$ cat config.mk
export PLATFORM = sky130hd
export DESIGN_NAME = mux_pipe_n
export DESIGN_NICKNAME = d
export VERILOG_FILES = /design/src/rtl/mux_pkg.sv /design/src/rtl/mux_stage.sv /design/src/rtl/mux_pipe_n.sv
export SDC_FILE = /design/constraint.sdc
export NUM_CORES = 1
export LEC_CHECK = 0
export ABC_CLOCK_PERIOD_IN_PS = 2100
export CAP_MARGIN = 20
export CORE_UTILIZATION = 40
export CTS_CLUSTER_SIZE = 24
export DETAILED_ROUTE_END_ITERATION = 7
export HOLD_SLACK_MARGIN = 0.15
export PLACE_DENSITY = 0.91
export SKIP_CTS_REPAIR_TIMING = 1
export SLEW_MARGIN = 30
export SYNTH_ARGS = -nofsm -noshare
export SYNTH_HDL_FRONTEND = slang
export SYNTH_SLANG_ARGS = --single-unit
$ cat constraint.sdc
create_clock -name clk -period 2.1 [get_ports clk]
set_input_delay 0.21 -clock clk [delete_from_list [all_inputs] [get_ports clk]]
set_output_delay 0.21 -clock clk [all_outputs]
set_load 0.05 [all_outputs]
$ cat src/rtl/mux_pkg.sv
// Shared sizing helpers for the pipelined N:1 selector tree.
package mux_pkg;

    // Nominal reduction factor of one tree level.
    localparam int unsigned MUX_RADIX = 4;

    // Number of registered levels needed to consume a select of width sel_w.
    function automatic int unsigned mux_levels(input int unsigned sel_w);
        return (sel_w + 1) / 2;
    endfunction

    // Candidate count remaining after level k (0-based) has reduced its input.
    // Every level is radix-4 except a final radix-2 level for an odd select width.
    function automatic int unsigned level_cands(input int unsigned n_in, input int unsigned k);
        int unsigned c;
        c = n_in;
        for (int unsigned i = 0; i <= k; i++) begin
            c = (c >= MUX_RADIX) ? c / MUX_RADIX : 1;
        end
        return c;
    endfunction

    // Radix of level k: 4 while two select bits remain for it, otherwise 2.
    function automatic int unsigned level_radix(input int unsigned sel_w, input int unsigned k);
        return (2 * k + 2 <= sel_w) ? MUX_RADIX : 2;
    endfunction

endpackage

$ cat src/rtl/mux_stage.sv
// One registered level of the selector tree: picks one word out of every group of RADIX
// candidates using the low select slice, and carries the unconsumed select bits forward.
module mux_stage
    import mux_pkg::*;
#(
    parameter int unsigned N_CAND  = 4,
    parameter int unsigned RADIX   = MUX_RADIX,
    parameter int unsigned DW      = 1,
    parameter int unsigned REM_W   = 0,
    localparam int unsigned SLICE_W = (RADIX == 4) ? 2 : 1,
    localparam int unsigned N_OUT   = N_CAND / RADIX,
    localparam int unsigned HI_W    = (REM_W > 0) ? REM_W : 1
) (
    input  logic                  clk_i,
    input  logic                  rst_i,
    input  logic                  adv_i,
    input  logic                  valid_i,
    input  logic [N_CAND*DW-1:0]  cand_i,
    input  logic [SLICE_W-1:0]    sel_lo_i,
    input  logic [HI_W-1:0]       sel_hi_i,
    output logic                  valid_o,
    output logic [N_OUT*DW-1:0]   cand_o,
    output logic [HI_W-1:0]       sel_hi_o
);

    logic [N_OUT*DW-1:0] cand_d, cand_q;
    logic [HI_W-1:0]     sel_hi_d, sel_hi_q;
    logic                valid_d, valid_q;
    logic [31:0]         lo_idx;

    // Group j holds input words j*RADIX .. j*RADIX+RADIX-1; the low slice picks within it.
    always_comb begin
        cand_d   = '0;
        lo_idx   = 32'(sel_lo_i);
        sel_hi_d = sel_hi_i;
        valid_d  = valid_i;
        for (int unsigned j = 0; j < N_OUT; j++) begin
            cand_d[j*DW +: DW] = cand_i[(j * RADIX + lo_idx) * DW +: DW];
        end
    end

    // Level register: clears on reset, loads only when the whole pipe advances.
    always_ff @(posedge clk_i) begin
        if (rst_i) begin
            valid_q  <= 1'b0;
            cand_q   <= '0;
            sel_hi_q <= '0;
        end else if (adv_i) begin
            valid_q  <= valid_d;
            cand_q   <= cand_d;
            sel_hi_q <= sel_hi_d;
        end
    end

    assign valid_o  = valid_q;
    assign cand_o   = cand_q;
    assign sel_hi_o = sel_hi_q;

endmodule

$ cat src/rtl/mux_pipe_n.sv
// Pipelined N_IN:1 word selector with a valid/ready handshake. The tree is a chain of
// registered radix-4 levels (radix-2 last level for odd select widths) that all advance
// together; a stall freezes every slot, bubbles included.
module mux_pipe_n
    import mux_pkg::*;
#(
    parameter int unsigned N_IN  = 64,
    parameter int unsigned DW    = 1,
    localparam int unsigned SEL_W = $clog2(N_IN),
    localparam int unsigned L     = mux_levels(SEL_W)
) (
    input  logic                 clk,
    input  logic                 rst,
    input  logic [N_IN*DW-1:0]   a,
    input  logic [SEL_W-1:0]     sel,
    input  logic                 in_valid,
    output logic                 in_ready,
    output logic [DW-1:0]        y,
    output logic                 out_valid,
    input  logic                 out_ready
);

    logic adv;

    // The pipe moves whenever the output slot is empty or being drained this cycle.
    always_comb begin
        adv = !out_valid || out_ready;
    end

    assign in_ready = adv;

    for (genvar k = 0; k < L; k++) begin : g_lvl
        localparam int unsigned RADIX   = level_radix(SEL_W, k);
        localparam int unsigned SLICE_W = (RADIX == 4) ? 2 : 1;
        localparam int unsigned SW_IN   = SEL_W - 2 * k;
        localparam int unsigned REM_W   = SW_IN - SLICE_W;
        localparam int unsigned HI_W    = (REM_W > 0) ? REM_W : 1;
        localparam int unsigned NC_OUT  = level_cands(N_IN, k);
        localparam int unsigned NC_IN   = NC_OUT * RADIX;

        logic [NC_IN*DW-1:0]  cand_in;
        logic [SLICE_W-1:0]   sel_lo;
        logic [HI_W-1:0]      sel_hi;
        logic                 valid_in;
        logic [NC_OUT*DW-1:0] cand_out;
        logic [HI_W-1:0]      sel_hi_out;
        logic                 valid_out;

        if (k == 0) begin : g_src
            assign cand_in  = a;
            assign valid_in = in_valid;
            assign sel_lo   = sel[SLICE_W-1:0];
            if (REM_W > 0) begin : g_hi
                assign sel_hi = sel[SEL_W-1:SLICE_W];
            end else begin : g_nohi
                assign sel_hi = '0;
            end
        end else begin : g_chain
            // The previous level always left SW_IN select bits, all carried in its sel_hi_out.
            assign cand_in  = g_lvl[k-1].cand_out;
            assign valid_in = g_lvl[k-1].valid_out;
            assign sel_lo   = g_lvl[k-1].sel_hi_out[SLICE_W-1:0];
            if (REM_W > 0) begin : g_hi
                assign sel_hi = g_lvl[k-1].sel_hi_out[SW_IN-1:SLICE_W];
            end else begin : g_nohi
                assign sel_hi = '0;
            end
        end

        mux_stage #(
            .N_CAND (NC_IN),
            .RADIX  (RADIX),
            .DW     (DW),
            .REM_W  (REM_W)
        ) u_stage (
            .clk_i    (clk),
            .rst_i    (rst),
            .adv_i    (adv),
            .valid_i  (valid_in),
            .cand_i   (cand_in),
            .sel_lo_i (sel_lo),
            .sel_hi_i (sel_hi),
            .valid_o  (valid_out),
            .cand_o   (cand_out),
            .sel_hi_o (sel_hi_out)
        );
    end

    // The last level has exactly one candidate left: that is the output word.
    assign y         = g_lvl[L-1].cand_out;
    assign out_valid = g_lvl[L-1].valid_out;

endmodule
==> results of run 1 <==
logic make-up after synthesis:
family,synth area share (%)
compound gates,9.35
buf+inv,5.56
flops,38.7
mux,31.5
simple gates,14.9
final timing paths:
kind	depth (start not counted)	to	start	slack [ns]
setup / recovery	1	y	g_lvl[2].u_stage.cand_o	0.51
hold / removal	2	g_lvl[2].u_stage.cand_o	g_lvl[2].u_stage.cand_o	0.45
setup reg to reg	3	g_lvl[1].u_stage.cand_o[1]	g_lvl[0].u_stage.sel_hi_o[0]	0.80
hold reg to reg	2	g_lvl[2].u_stage.cand_o	g_lvl[2].u_stage.cand_o	0.45
layout by cell type, fill, tap and decap left out:
| master | instances |
|---|---|
| clkdlybuf4s50_1 | 75 |
| nand2_1 | 58 |
| dfxtp_1 | 30 |
| a21oi_1 | 29 |
| mux4_2 | 17 |
| buf_4 | 7 |
| clkbuf_8 | 5 |
| mux4_1 | 4 |
| nor2_1 | 2 |
| clkbuf_1 | 2 |
| nor2b_2 | 1 |
| inv_1 | 1 |
| buf_12 | 1 |
registers in the layout, summed over array words and instances (netlist names):
name                    count
g_lvl.u_stage.cand_o       21
g_lvl.u_stage.valid_o       3
g_lvl.u_stage.sel_hi_o      6
tightest hold or removal path, delay by kind of cell, from the launching register on:
kind,cells,cell delay (ns)
flip-flops,1,0.31
AND/OR/NAND/NOR,1,0.05
AO/OA/AOI/OAI,1,0.05
area by class of cell:
cell class | count | area (sq um) | share of cell area, %
Clock buffer | 7 | 76.3 | 3.14
Tap cell | 48 | 60.1 | 2.47
Multi-Input combinational cell | 111 | 867 | 35.7
Sequential cell | 30 | 601 | 24.7
Inverter | 1 | 3.75 | 0.154
Timing Repair Buffer | 83 | 823 | 33.9
per-stage QoR:
stage,instances,power (W),worst slack (ns)
floorplan,156,0.000797,0.627
detailed placement,273,0.000961,0.363
global route,280,0.00143,0.440
global placement,273,0.000949,0.398
CTS,280,0.00137,0.492
finish,280,0.00136,0.506
per-layer routing:
metal  vias to the layer above  part of all wire, %  track usage, %  wire [microns]
li1                        700                    -               -               -
met1                       641                   37            20.3            1330
met2                        60                   55            35.0            1940
met3                         6                  5.9            5.36             210
met4                         0                  2.0            6.94              71
met5                         -                    0               0               0
power by group through the flow:
stage	clock, W	combinational (W)	sequential (W)
2_1_floorplan	0	0.000152	0.000646
3_3_place_gp	0	0.000303	0.000646
3_5_place_dp	0	0.000312	0.000649
4_1_cts	0.000422	0.000313	0.000637
5_1_grt	0.000457	0.000333	0.000643
6_report	0.000412	0.000310	0.000637
==> metrics.md, run 1 <==
| Metric | Value |
|---|---|
| Leading post-synthesis cells by cell area | `dfxtp_1 39%, mux4_2 25%, nand2_1 14%` |
| CTS tree | `yes` |
| Peak VDD IR | `386 uV` |
| First-pass GRT wire length | `5.98 mm` |
| Rel. slew slack | `67.4%` |
| Vias in the first global route | `1423` |
| Pleak | `0.925 nW` |
| Cell taking the most area after synthesis | `dfxtp_1` |
| Max-cap violations | `0` |
| Initial Utilization | `42.1%` |
| Setup CP Type | `reg -> out` |
| Final Cell Area | `2430 sq um` |
| Area of the core | `3690 sq um` |
| Share of post-route cells with drive strength above 1 | `13.4%` |
| Routed len/inst | `12.7 microns` |
| Final setup viols | `0` |
| Clock group share of total power | `30.3%` |
| Chip width | `64.3 microns` |
| Worst path required time | `1.89 ns` |
| Crit path max-delay family | `buffers and inverters` |
| Total GRT Usage | `19.0%` |
| Die height | `64.3 microns` |
| FF+latch count, synth | `30` |
| Initial antenna violation count | `0` |
| Fill cells | `304` |
| Tightest Pin Transition | `0.487 ns` |
| Top post-synthesis cells by count | `58 x nand2_1, 30 x dfxtp_1, 29 x a21oi_1` |
| Internal power | `0.00106 W` |
| CTS root buf | `clkbuf_8` |
| Critical-path cell list | `clkdlybuf4s50_1` |
| Main synth FF type | `dfxtp_1` |
| Sum Neg Setup Slack | `0 ns` |
| Overflow after GRT | `0` |
| PD cells | `559 nW/um^2` |
| Unique cell type count in the Yosys netlist | `13` |
| Critical path fanouts, max | `2` |
| Post-synth EDFFs | `0` |
| Layout Skew | `0.00119 ns` |
| Reg clk slew, reported paths | `0.06 ns` |
| Syn_nets | `230` |
| Final core occ | `65.9%` |
| Final min period | `1.59 ns` |
| Ys Warns | `0` |
| Ys async rst share | `0%` |
| Die area | `4130 sq um` |
| Bufs and invs on worst path | `1` |
| Placed inst area | `2350 sq um` |
| Largest net degree at the start of global routing | `31` |
| Seq pwr share | `46.9%` |
| DR DRC count | `0` |
| Gp weighted congestion | `0.699` |
| Post-Route WL | `3.56 mm` |
| RSZ-0062 raised after global routing | `no` |
| Switch Pwr | `0.000301 W` |
| Count leader, synth | `nand2_1` |
| Arrival time worst endpoint | `1.38 ns` |
| Rows | `22` |
| Endpoint class of the critical path | `primary output` |
| Ant. Diodes | `0` |
| Post-detail-place hpwl | `2.86 mm` |
| Mapped Area | `1550 sq um` |
| Comb power frac | `22.8%` |
| Synth-to-layout area growth | `56.7%` |
| Seq/Total Area, Yosys | `38.7%` |
| IO Port Bufs | `76` |
| Post-Syn Instances | `156` |
| Final ANT Viol Nets | `0` |
| Slowest Stage Delay on Critical Path | `0.79 ns` |
| Latest clock arrival within the worst-skew pair | `0.27 ns` |
| Critical-path top delay cell | `clkdlybuf4s50_1` |
| Switching share of total power | `22.2%` |
| Peak Freq | `0.628 GHz` |
| Number of CTS-inserted buffers | `5` |
| Crit share post-route | `75.9%` |
| Vias per inst | `5.03` |
| Worst hold slack | `0.451 ns` |
| Status | `finished clean` |
| Drt first-iter violations | `45` |
| Worst hold-check path type | `reg -> reg` |
| Ports | `77` |
| DR pass1 iterations | `4` |
| Final Hold Vio Count | `0` |
| Htree depth | `2` |
| Clock sinks | `30` |
| NumNets Final | `306` |
| Max Transition Viols Final | `0` |
| Worst setup SP type | `register` |
| Via count | `1407` |
| Clock Tree Buf Depth | `2` |
| Top-area cell type share of the netlist area | `38.7%` |
| Syn avg cell area | `9.95 sq um` |
(Power assumes the default switching activity.)
==> run 2, diff against run 1 <==
--- a/config.mk
+++ b/config.mk
@@ -5,13 +5,13 @@
 export SDC_FILE = /design/constraint.sdc
 export NUM_CORES = 1
 export LEC_CHECK = 0
-export ABC_CLOCK_PERIOD_IN_PS = 2100
+export ABC_CLOCK_PERIOD_IN_PS = 1400
 export CAP_MARGIN = 20
-export CORE_UTILIZATION = 40
+export CORE_UTILIZATION = 36
 export CTS_CLUSTER_SIZE = 24
 export DETAILED_ROUTE_END_ITERATION = 7
 export HOLD_SLACK_MARGIN = 0.15
-export PLACE_DENSITY = 0.91
+export PLACE_DENSITY = 0.87
 export SKIP_CTS_REPAIR_TIMING = 1
 export SLEW_MARGIN = 30
 export SYNTH_ARGS = -nofsm -noshare
==> constraint.sdc (replaced) <==
create_clock -name clk -period 1.4 [get_ports clk]
set_input_delay 0.14 -clock clk [delete_from_list [all_inputs] [get_ports clk]]
set_output_delay 0.14 -clock clk [all_outputs]
set_load 0.05 [all_outputs]
==> metrics.md, run 2 (same netlist as run 1, synthesis figures left out) <==
| Metric | Value |
|---|---|
| Status | `finished clean` |
| Pleak | `0.955 nW` |
| DR pass1 iterations | `4` |
| Final setup viols | `0` |
| Layout Skew | `0.00509 ns` |
| Latest clock arrival within the worst-skew pair | `0.28 ns` |
| Via count | `1433` |
| Endpoint class of the critical path | `register` |
| Max-cap violations | `0` |
| Setup CP Type | `in -> reg` |
| Switching share of total power | `22.4%` |
| Final Hold Vio Count | `0` |
| Post-Route WL | `3.81 mm` |
| First-pass GRT wire length | `6.25 mm` |
| Fill cells | `328` |
| Commonest non-fill, non-tap cell in the layout | `clkdlybuf4s50_1` |
| CTS tree | `yes` |
| Internal power | `0.00163 W` |
| WL met2 | `2.14 mm` |
| Final core occ | `61.1%` |
| Max Transition Viols Final | `0` |
| Chip width | `67.7 microns` |
| Area of the multi-input gates | `872 sq um` |
| Peak Freq | `0.739 GHz` |
| Tightest Pin Transition | `0.330 ns` |
| Vias in the first global route | `1477` |
| Flip-flop and latch area | `602 sq um` |
| Final Cell Area | `2480 sq um` |
| Seq pwr share | `45.5%` |
| Critical path fanouts, max | `6` |
| Most frequent cells in the layout | `73 x clkdlybuf4s50_1, 58 x nand2_1, 29 x a21oi_1, 29 x dfxtp_1, 17 x mux4_2` |
| Share of post-route cells with drive strength above 1 | `16.2%` |
| Reg clk slew, reported paths | `0.06 ns` |
| Crit share post-route | `96.7%` |
| Clock Tree Buf Depth | `2` |
| NumNets Final | `309` |
| Gp weighted congestion | `0.685` |
| Clock sinks | `30` |
| Slowest Stage Delay on Critical Path | `0.56 ns` |
| Top sig layer | `met4` |
| DP Cell Count | `278` |
| Met3 WL post-DR | `270 microns` |
| Synth-to-layout area growth | `59.8%` |
| Ports | `77` |
| Clock group share of total power | `31.8%` |
| Die height | `67.7 microns` |
| Peak VDD IR | `341 uV` |
| Switch Pwr | `0.000471 W` |
| Max FFs per register | `21` |
| Largest net degree at the start of global routing | `31` |
| Area of the core | `4060 sq um` |
| CTS root buf | `clkbuf_8` |
| Die area | `4580 sq um` |
| Critical-path cell list | `clkdlybuf4s50_1, buf_4, mux4_1, nand2_1, a21oi_1` |
| Post-Layout Cell Count | `284` |
| Worst path required time | `1.57 ns` |
| PD cells | `848 nW/um^2` |
| Critical-path top delay cell | `mux4_1` |
| Worst setup SP type | `primary input` |
| Comb power frac | `22.7%` |
| Vias per inst | `5.05` |
| Overflow after GRT | `0` |
| Bufs and invs on worst path | `2` |
| Initial Utilization | `38.2%` |
| Arrival time worst endpoint | `1.53 ns` |
| Initial antenna violation count | `0` |
| Routed len/inst | `13.4 microns` |
| Worst hold-check path type | `in -> reg` |
| DR DRC count | `0` |
| Rows | `23` |
| Number of CTS-inserted buffers | `5` |
| Placed inst area | `2390 sq um` |
| Htree depth | `2` |
| Worst hold slack | `0.408 ns` |
| Crit path max-delay family | `buffers and inverters` |
| Final ANT Viol Nets | `0` |
| Rel. slew slack | `77.9%` |
| IO Port Bufs | `76` |
| M1 WL | `1.31 mm` |
| Drt first-iter violations | `69` |
| Total GRT Usage | `19.1%` |
| Final min period | `1.35 ns` |
| Ant. Diodes | `0` |
| Post-detail-place hpwl | `3.00 mm` |
run 2: metal layers:
metal / global-route usage (%) / up-vias
li1: - / 705
met3: 6.08 / 7
met5: 0 / -
met1: 18.8 / 653
met4: 9.31 / 0
met2: 35.5 / 68
run 2: path summary, 6_finish.rpt:
path / startpoint / to / slack, ns / depth (start not counted)
hold / removal: sel[3] / g_lvl[0].u_stage.sel_hi_o[1] / 0.41 / 3
setup reg to reg: g_lvl[0].u_stage.sel_hi_o[0] / g_lvl[1].u_stage.cand_o[1] / 0.08 / 3
hold reg to reg: g_lvl[0].u_stage.cand_o[14] / g_lvl[0].u_stage.cand_o[14] / 0.45 / 2
setup / recovery: sel[0] / g_lvl[0].u_stage.cand_o[3] / 0.05 / 5
run 2: tightest hold or removal path: cells and delay by family:
family	cells	cell delay (ns)
AND/OR/NAND/NOR	1	0.05
AO/OA/AOI/OAI	1	0.05
buffers and inverters	1	0.39
run 2: power groups by stage:
| stage | combinational, W | sequential [W] | clock, W |
|---|---|---|---|
| floorplan | 0.000228 | 0.000969 | 0 |
| global route | 0.000514 | 0.000964 | 0.000729 |
| detailed placement | 0.000477 | 0.000974 | 0 |
| finish | 0.000477 | 0.000956 | 0.000670 |
| global placement | 0.000463 | 0.000970 | 0 |
| CTS | 0.000478 | 0.000957 | 0.000690 |
run 2: metrics by stage:
step	setup TNS, ns	total power (W)	setup WS [ns]
3_3_place_gp	-3.20	0.00143	-0.223
2_1_floorplan	0	0.00120	0.0862
4_1_cts	-0.0421	0.00212	-0.0421
6_report	0	0.00210	0.0469
5_1_grt	-0.00175	0.00221	-0.00175
3_5_place_dp	-3.45	0.00145	-0.229
run 2: final cells by class:
class	count	share of cell area [%]
Multi-Input combinational cell	111	35.2
Timing Repair Buffer	86	34.6
Sequential cell	30	24.3
Clock buffer	6	3.33
Tap cell	50	2.52
Inverter	1	0.151
